### src/rtl/mem_ctrl_pkg.sv
// Shared types for the byte-serial memory controller: FSM states, access-length
// codes and the length-to-byte-count helper.
package mem_ctrl_pkg;

  typedef enum logic [1:0] {
    ST_IDLE = 2'd0,
    ST_RD   = 2'd1,
    ST_WR   = 2'd2
  } state_e;

  localparam logic [1:0] LEN_BYTE = 2'd0;
  localparam logic [1:0] LEN_HALF = 2'd1;
  localparam logic [1:0] LEN_WORD = 2'd2;

  // Length code 3 is treated as a word access.
  function automatic logic [2:0] len_bytes(input logic [1:0] len);
    case (len)
      LEN_BYTE: return 3'd1;
      LEN_HALF: return 3'd2;
      LEN_WORD: return 3'd4;
      default:  return 3'd4;
    endcase
  endfunction

endpackage

### src/rtl/mem_ctrl.sv
// Byte-serial memory controller arbitrating fetch and MEM requests onto an 8-bit
// RAM port; one byte per cycle, read bytes assembled little-endian.
module mem_ctrl
  import mem_ctrl_pkg::*;
#(
  parameter int ADDR_W = 17
) (
  input  logic              clk,
  input  logic              rst,
  input  logic              if_req_i,
  input  logic [31:0]       if_addr_i,
  input  logic              if_cancel_i,
  output logic              if_done_o,
  output logic [31:0]       if_inst_o,
  input  logic              mem_req_i,
  input  logic              mem_we_i,
  input  logic [1:0]        mem_len_i,
  input  logic [31:0]       mem_addr_i,
  input  logic [31:0]       mem_wdata_i,
  output logic              mem_done_o,
  output logic [31:0]       mem_rdata_o,
  output logic              stall_req_o,
  output logic [ADDR_W-1:0] ram_addr_o,
  output logic              ram_wr_o,
  output logic [7:0]        ram_dout_o,
  input  logic [7:0]        ram_din_i
);

  state_e      state_q;
  logic [2:0]  cnt_q;
  logic [2:0]  nbytes_q;
  logic        fetch_q;
  logic [23:0] wdata_q;
  logic [31:0] asm_q;
  logic [31:0] asm_d;
  logic [1:0]  cap_idx;
  logic [2:0]  last_idx;
  logic        busy_done;
  logic        mem_grant;
  logic        if_grant;
  logic        unused_addr_hi;

  assign unused_addr_hi = ^{if_addr_i[31:ADDR_W], mem_addr_i[31:ADDR_W]};

  assign stall_req_o = mem_req_i & ~mem_done_o;

  // No new grant in a cycle that is presenting a done pulse.
  assign busy_done = if_done_o | mem_done_o;
  assign mem_grant = mem_req_i & ~busy_done;
  assign if_grant  = if_req_i & ~mem_req_i & ~if_cancel_i & ~busy_done;

  assign last_idx = 3'(nbytes_q - 3'd1);
  assign cap_idx  = 2'(cnt_q - 3'd1);

  // In RD, cnt_q==k+1 means the byte for A+k is on ram_din_i this cycle.
  always_comb begin
    asm_d = asm_q;
    if (cnt_q != 3'd0) begin
      asm_d[{cap_idx, 3'b000} +: 8] = ram_din_i;
    end
  end

  always_ff @(posedge clk) begin
    if (!rst) begin
      state_q     <= ST_IDLE;
      cnt_q       <= 3'd0;
      nbytes_q    <= 3'd0;
      fetch_q     <= 1'b0;
      wdata_q     <= 24'h0;
      asm_q       <= 32'h0;
      if_done_o   <= 1'b0;
      if_inst_o   <= 32'h0;
      mem_done_o  <= 1'b0;
      mem_rdata_o <= 32'h0;
      ram_addr_o  <= '0;
      ram_wr_o    <= 1'b0;
      ram_dout_o  <= 8'h0;
    end else begin
      if_done_o  <= 1'b0;
      mem_done_o <= 1'b0;
      case (state_q)
        ST_IDLE: begin
          cnt_q <= 3'd0;
          asm_q <= 32'h0;
          if (mem_grant) begin
            fetch_q    <= 1'b0;
            nbytes_q   <= len_bytes(mem_len_i);
            ram_addr_o <= mem_addr_i[ADDR_W-1:0];
            ram_wr_o   <= mem_we_i;
            ram_dout_o <= mem_we_i ? mem_wdata_i[7:0] : 8'h0;
            wdata_q    <= mem_wdata_i[31:8];
            state_q    <= mem_we_i ? ST_WR : ST_RD;
          end else if (if_grant) begin
            fetch_q    <= 1'b1;
            nbytes_q   <= 3'd4;
            ram_addr_o <= if_addr_i[ADDR_W-1:0];
            ram_wr_o   <= 1'b0;
            state_q    <= ST_RD;
          end
        end
        ST_RD: begin
          asm_q <= asm_d;
          cnt_q <= cnt_q + 3'd1;
          if (fetch_q && if_cancel_i) begin
            state_q <= ST_IDLE;
          end else if (cnt_q == nbytes_q) begin
            state_q <= ST_IDLE;
            if (fetch_q) begin
              if_done_o <= 1'b1;
              if_inst_o <= asm_d;
            end else begin
              mem_done_o  <= 1'b1;
              mem_rdata_o <= asm_d;
            end
          end else if (cnt_q < last_idx) begin
            ram_addr_o <= ram_addr_o + ADDR_W'(1);
          end
        end
        ST_WR: begin
          if (cnt_q == last_idx) begin
            ram_wr_o   <= 1'b0;
            mem_done_o <= 1'b1;
            state_q    <= ST_IDLE;
          end else begin
            cnt_q      <= cnt_q + 3'd1;
            ram_addr_o <= ram_addr_o + ADDR_W'(1);
            ram_dout_o <= wdata_q[7:0];
            wdata_q    <= {8'h0, wdata_q[23:8]};
          end
        end
        default: state_q <= ST_IDLE;
      endcase
    end
  end

endmodule
### config.mk
export PLATFORM = sky130hd
export DESIGN_NAME = mem_ctrl
export DESIGN_NICKNAME = d
export VERILOG_FILES = /design/src/rtl/mem_ctrl_pkg.sv /design/src/rtl/mem_ctrl.sv
export SDC_FILE = /design/constraint.sdc
export NUM_CORES = 1
export LEC_CHECK = 0
export ABC_AREA = 0
export ABC_CLOCK_PERIOD_IN_PS = 3200
export BUFFER_PORTS_ARGS = -buffer_cell sky130_fd_sc_hd__buf_2
export CAP_MARGIN = 20
export CORE_UTILIZATION = 53
export DETAILED_ROUTE_END_ITERATION = 10
export PLACE_DENSITY = 0.81
export SLEW_MARGIN = 20
export SYNTH_ARGS = -nofsm -noshare
export SYNTH_HDL_FRONTEND = slang
export SYNTH_SLANG_ARGS = --single-unit
### constraint.sdc
create_clock -name clk -period 3.2 [get_ports clk]
set_clock_uncertainty 0.1 [all_clocks]
set_input_delay 0.32 -clock clk [delete_from_list [all_inputs] [get_ports clk]]
set_output_delay 0.32 -clock clk [all_outputs]
set_load 0.02 [all_outputs]
==> flow_summary.json <==
{
  "swShare_pct": 31.8,
  "ys_types": 60,
  "die_y_um": 120,
  "grt_pass1_vias": 6165,
  "cp_slowest_stage_delay_ns": 0.48,
  "power_uw": 6140,
  "vias": 6694,
  "synthesis.area_um2": 7390,
  "netlist_instances": 853,
  "cts_tree": "yes",
  "worstMarginPinSlew_ns": 0.669,
  "syn_nets": 980,
  "drc": 0,
  "min_path_type": "in -> reg",
  "p_int_uw": 4190,
  "drt_iter0_markers": 559,
  "final_common_cell": "buf_2",
  "die_w_um": 120,
  "critPathArrivalTime_ns": 2.77,
  "h-tree-depth": 4,
  "cts.reportedPaths.clkPinSlew_ns": 0.05,
  "wl_um": 18200,
  "path_max_fanout": 12,
  "fmax_mhz": 389,
  "finalSetupViolCount": 0,
  "grtUsageTotal_pct": 25.5,
  "dr.pass1.iters": 5,
  "syn_to_final_growth_pct": 21.2,
  "nets": 1116,
  "port_buffers": 174,
  "crit_type": "reg -> reg",
  "antenna_cells": 0,
  "status": "complete, no violations",
  "grt_max_degree": 68,
  "max_slew_margin_pct": 55.4,
  "n_fill_cell": 1118,
  "synth_seq_cells": 157,
  "clockRootBuffer": "clkbuf_16",
  "final_area_um2": 8960,
  "end_kind": "flip-flop",
  "grt_pass1_wl_um": 29600,
  "dominantRegCellSynth": "dfxtp_1",
  "pwr-share-clk_pct": 35.0,
  "worst_slack_ns": 0.628,
  "power.leakage_uw": 0.00349,
  "combPwrFrac_pct": 26.5,
  "r2r_slack_ns": 0.63,
  "die-area_um2": 14400,
  "crit_top_cell": "ha_1",
  "critPathLaunchType": "flip-flop",
  "cts_sinks": 157,
  "pwr_density_cell_nw_per_um2": 685,
  "clk_latency_ns": 0.41,
  "coreArea_um2": 13400,
  "ant_nets": 0,
  "finalHoldViolations": 0,
  "required_ns": 3.40,
  "period_share_pct": 80.4,
  "via_per_inst": 5.70,
  "antenna_found_initial": 1,
  "boundaryPins": 205,
  "async_flop_share_pct": 0,
  "worstPathCellList": "inv_1 -> ha_1 -> xnor2_1 -> ha_1 -> nand4_1 -> nand2b_1 -> or3_4 -> o311a_1 -> a31o_1",
  "place_area_um2": 8330,
  "grt-ovfl-total": 0,
  "num_rows": 42,
  "period_minus_slack_ns": 2.57,
  "seq_power_share_pct": 38.5,
  "peakVddDrop_mv": 0.443,
  "dp_hpwl_um": 12100,
  "pre_cts_ws_ns": 0.651,
  "cts_resized": 0,
  "cts_setup_buffers": 0,
  "rsz0062_at_grt": "false",
  "crit_slowest_cell": "or3_4",
  "yosysSeqAreaShare_pct": 42.5,
  "synth_edf_count": 0,
  "final_util_pct": 66.8,
  "numCtsBuffers": 17,
  "final_cell_mix": "buf_2, dfxtp_1, nor2_1",
  "start_util_pct": 55.2,
  "avgSynthCellArea_um2": 8.66,
  "final_max_slew_viol_count": 0,
  "setup_tns_ns": 0,
  "wire_per_inst_um": 15.5,
  "ctsHoldBuffers": 0,
  "drive_above_1_share_pct": 23.6,
  "gp_congestion": 0.837,
  "ys_warn_count": 0,
  "p_sw_uw": 1950,
  "maxCapViolations": 0,
  "cts_max_path_buffers": 2
}
==> per-layer routing <==
| metal | GRT usage, % | up-vias | wire, µm |
|---|---|---|---|
| met5 | 0 | - | 0 |
| met4 | 8.75 | 0 | 295 |
| met3 | 6.08 | 22 | 1060 |
| met2 | 39.4 | 210 | 8350 |
| met1 | 34.6 | 3119 | 8500 |
| li1 | - | 3343 | - |
==> power groups by stage <==
stage	Combinational (µW)	Clock, µW	Sequential (µW)
2_1_floorplan	972	0	2580
3_3_place_gp	1590	0	2390
3_5_place_dp	1620	0	2400
4_1_cts	1620	2180	2360
5_1_grt	1790	2270	2390
6_report	1630	2150	2360
==> synthesized netlist by cell type, types with 15 or more instances <==
| cell type | instances | area share (%) |
|---|---|---|
| dfxtp_1 | 157 | 43 |
| clkbuf_1 | 45 | 2.3 |
| mux2i_1 | 46 | 6.2 |
| nor3_1 | 16 | 1.1 |
| nand2b_1 | 40 | 3.4 |
| a211oi_1 | 89 | 9.0 |
| buf_2 | 15 | 1.0 |
| a21oi_1 | 56 | 3.8 |
| ha_1 | 15 | 2.5 |
| nand3b_1 | 25 | 2.5 |
| nand3_1 | 19 | 1.3 |
| nor2_1 | 129 | 6.6 |
| nand2_1 | 35 | 1.8 |
==> per-stage QoR <==
step | hold slack, ns | std cells
after detailed placement | 0.345 | 1146
after CTS | 0.0604 | 1175
after global routing | 0.0642 | 1175
after global placement | 0.339 | 1146
final | 0.0723 | 1175
after floorplan | 0.332 | 853
==> sequential cells by signal (all words and copies together), names as in the netlist <==
signal and flops:
asm_q 32, if_inst_o 32, mem_rdata_o 32, wdata_q 24
ram_addr_o 17, ram_dout_o 8, cnt_q 3, nbytes_q 3
state_q 2, fetch_q 1, if_done_o 1, mem_done_o 1
ram_wr_o 1
==> worst paths after layout <==
check,end,startpoint,cells past startpoint
max,ram_addr_o[15],nbytes_q[1],9
min,nbytes_q[1],mem_len_i[0],3
max reg2reg,ram_addr_o[15],nbytes_q[1],9
min reg2reg,wdata_q[21],wdata_q[21],2
==> critical path: cells and delay by family (launching register included) <==
kind	cells	cell delay [ns]
flops	1	0.37
xor+xnor	1	0.12
fa+ha+maj	2	0.48
simple gates	3	0.81
compound gates	2	0.54
buf+inv	1	0.06
==> cells by family (layout without fill, tap and decap cells) <==
family	Yosys count	count (layout)	share of synthesized area, %
buffers and inverters	85	231	4.88
and+or+nand+nor	323	323	22.3
muxes	49	49	6.69
xor gates and xnor gates	3	3	0.356
DFF	157	157	42.5
AOI/OAI and AO/OA	221	221	20.7
adders and majority gates	15	15	2.54
==> area by class of cell <==
type                            count  area [µm²]  share of cell area (%)
Timing Repair Buffer              187        1010                    11.2
Inverter                           15        58.8                   0.657
Clock inverter                      8         165                    1.84
Tap cell                          176         220                    2.46
Clock buffer                       21         460                    5.14
Multi-Input combinational cell    611        3900                    43.6
Sequential cell                   157        3140                    35.1
No activity file was read; power rests on OpenSTA's default activity.
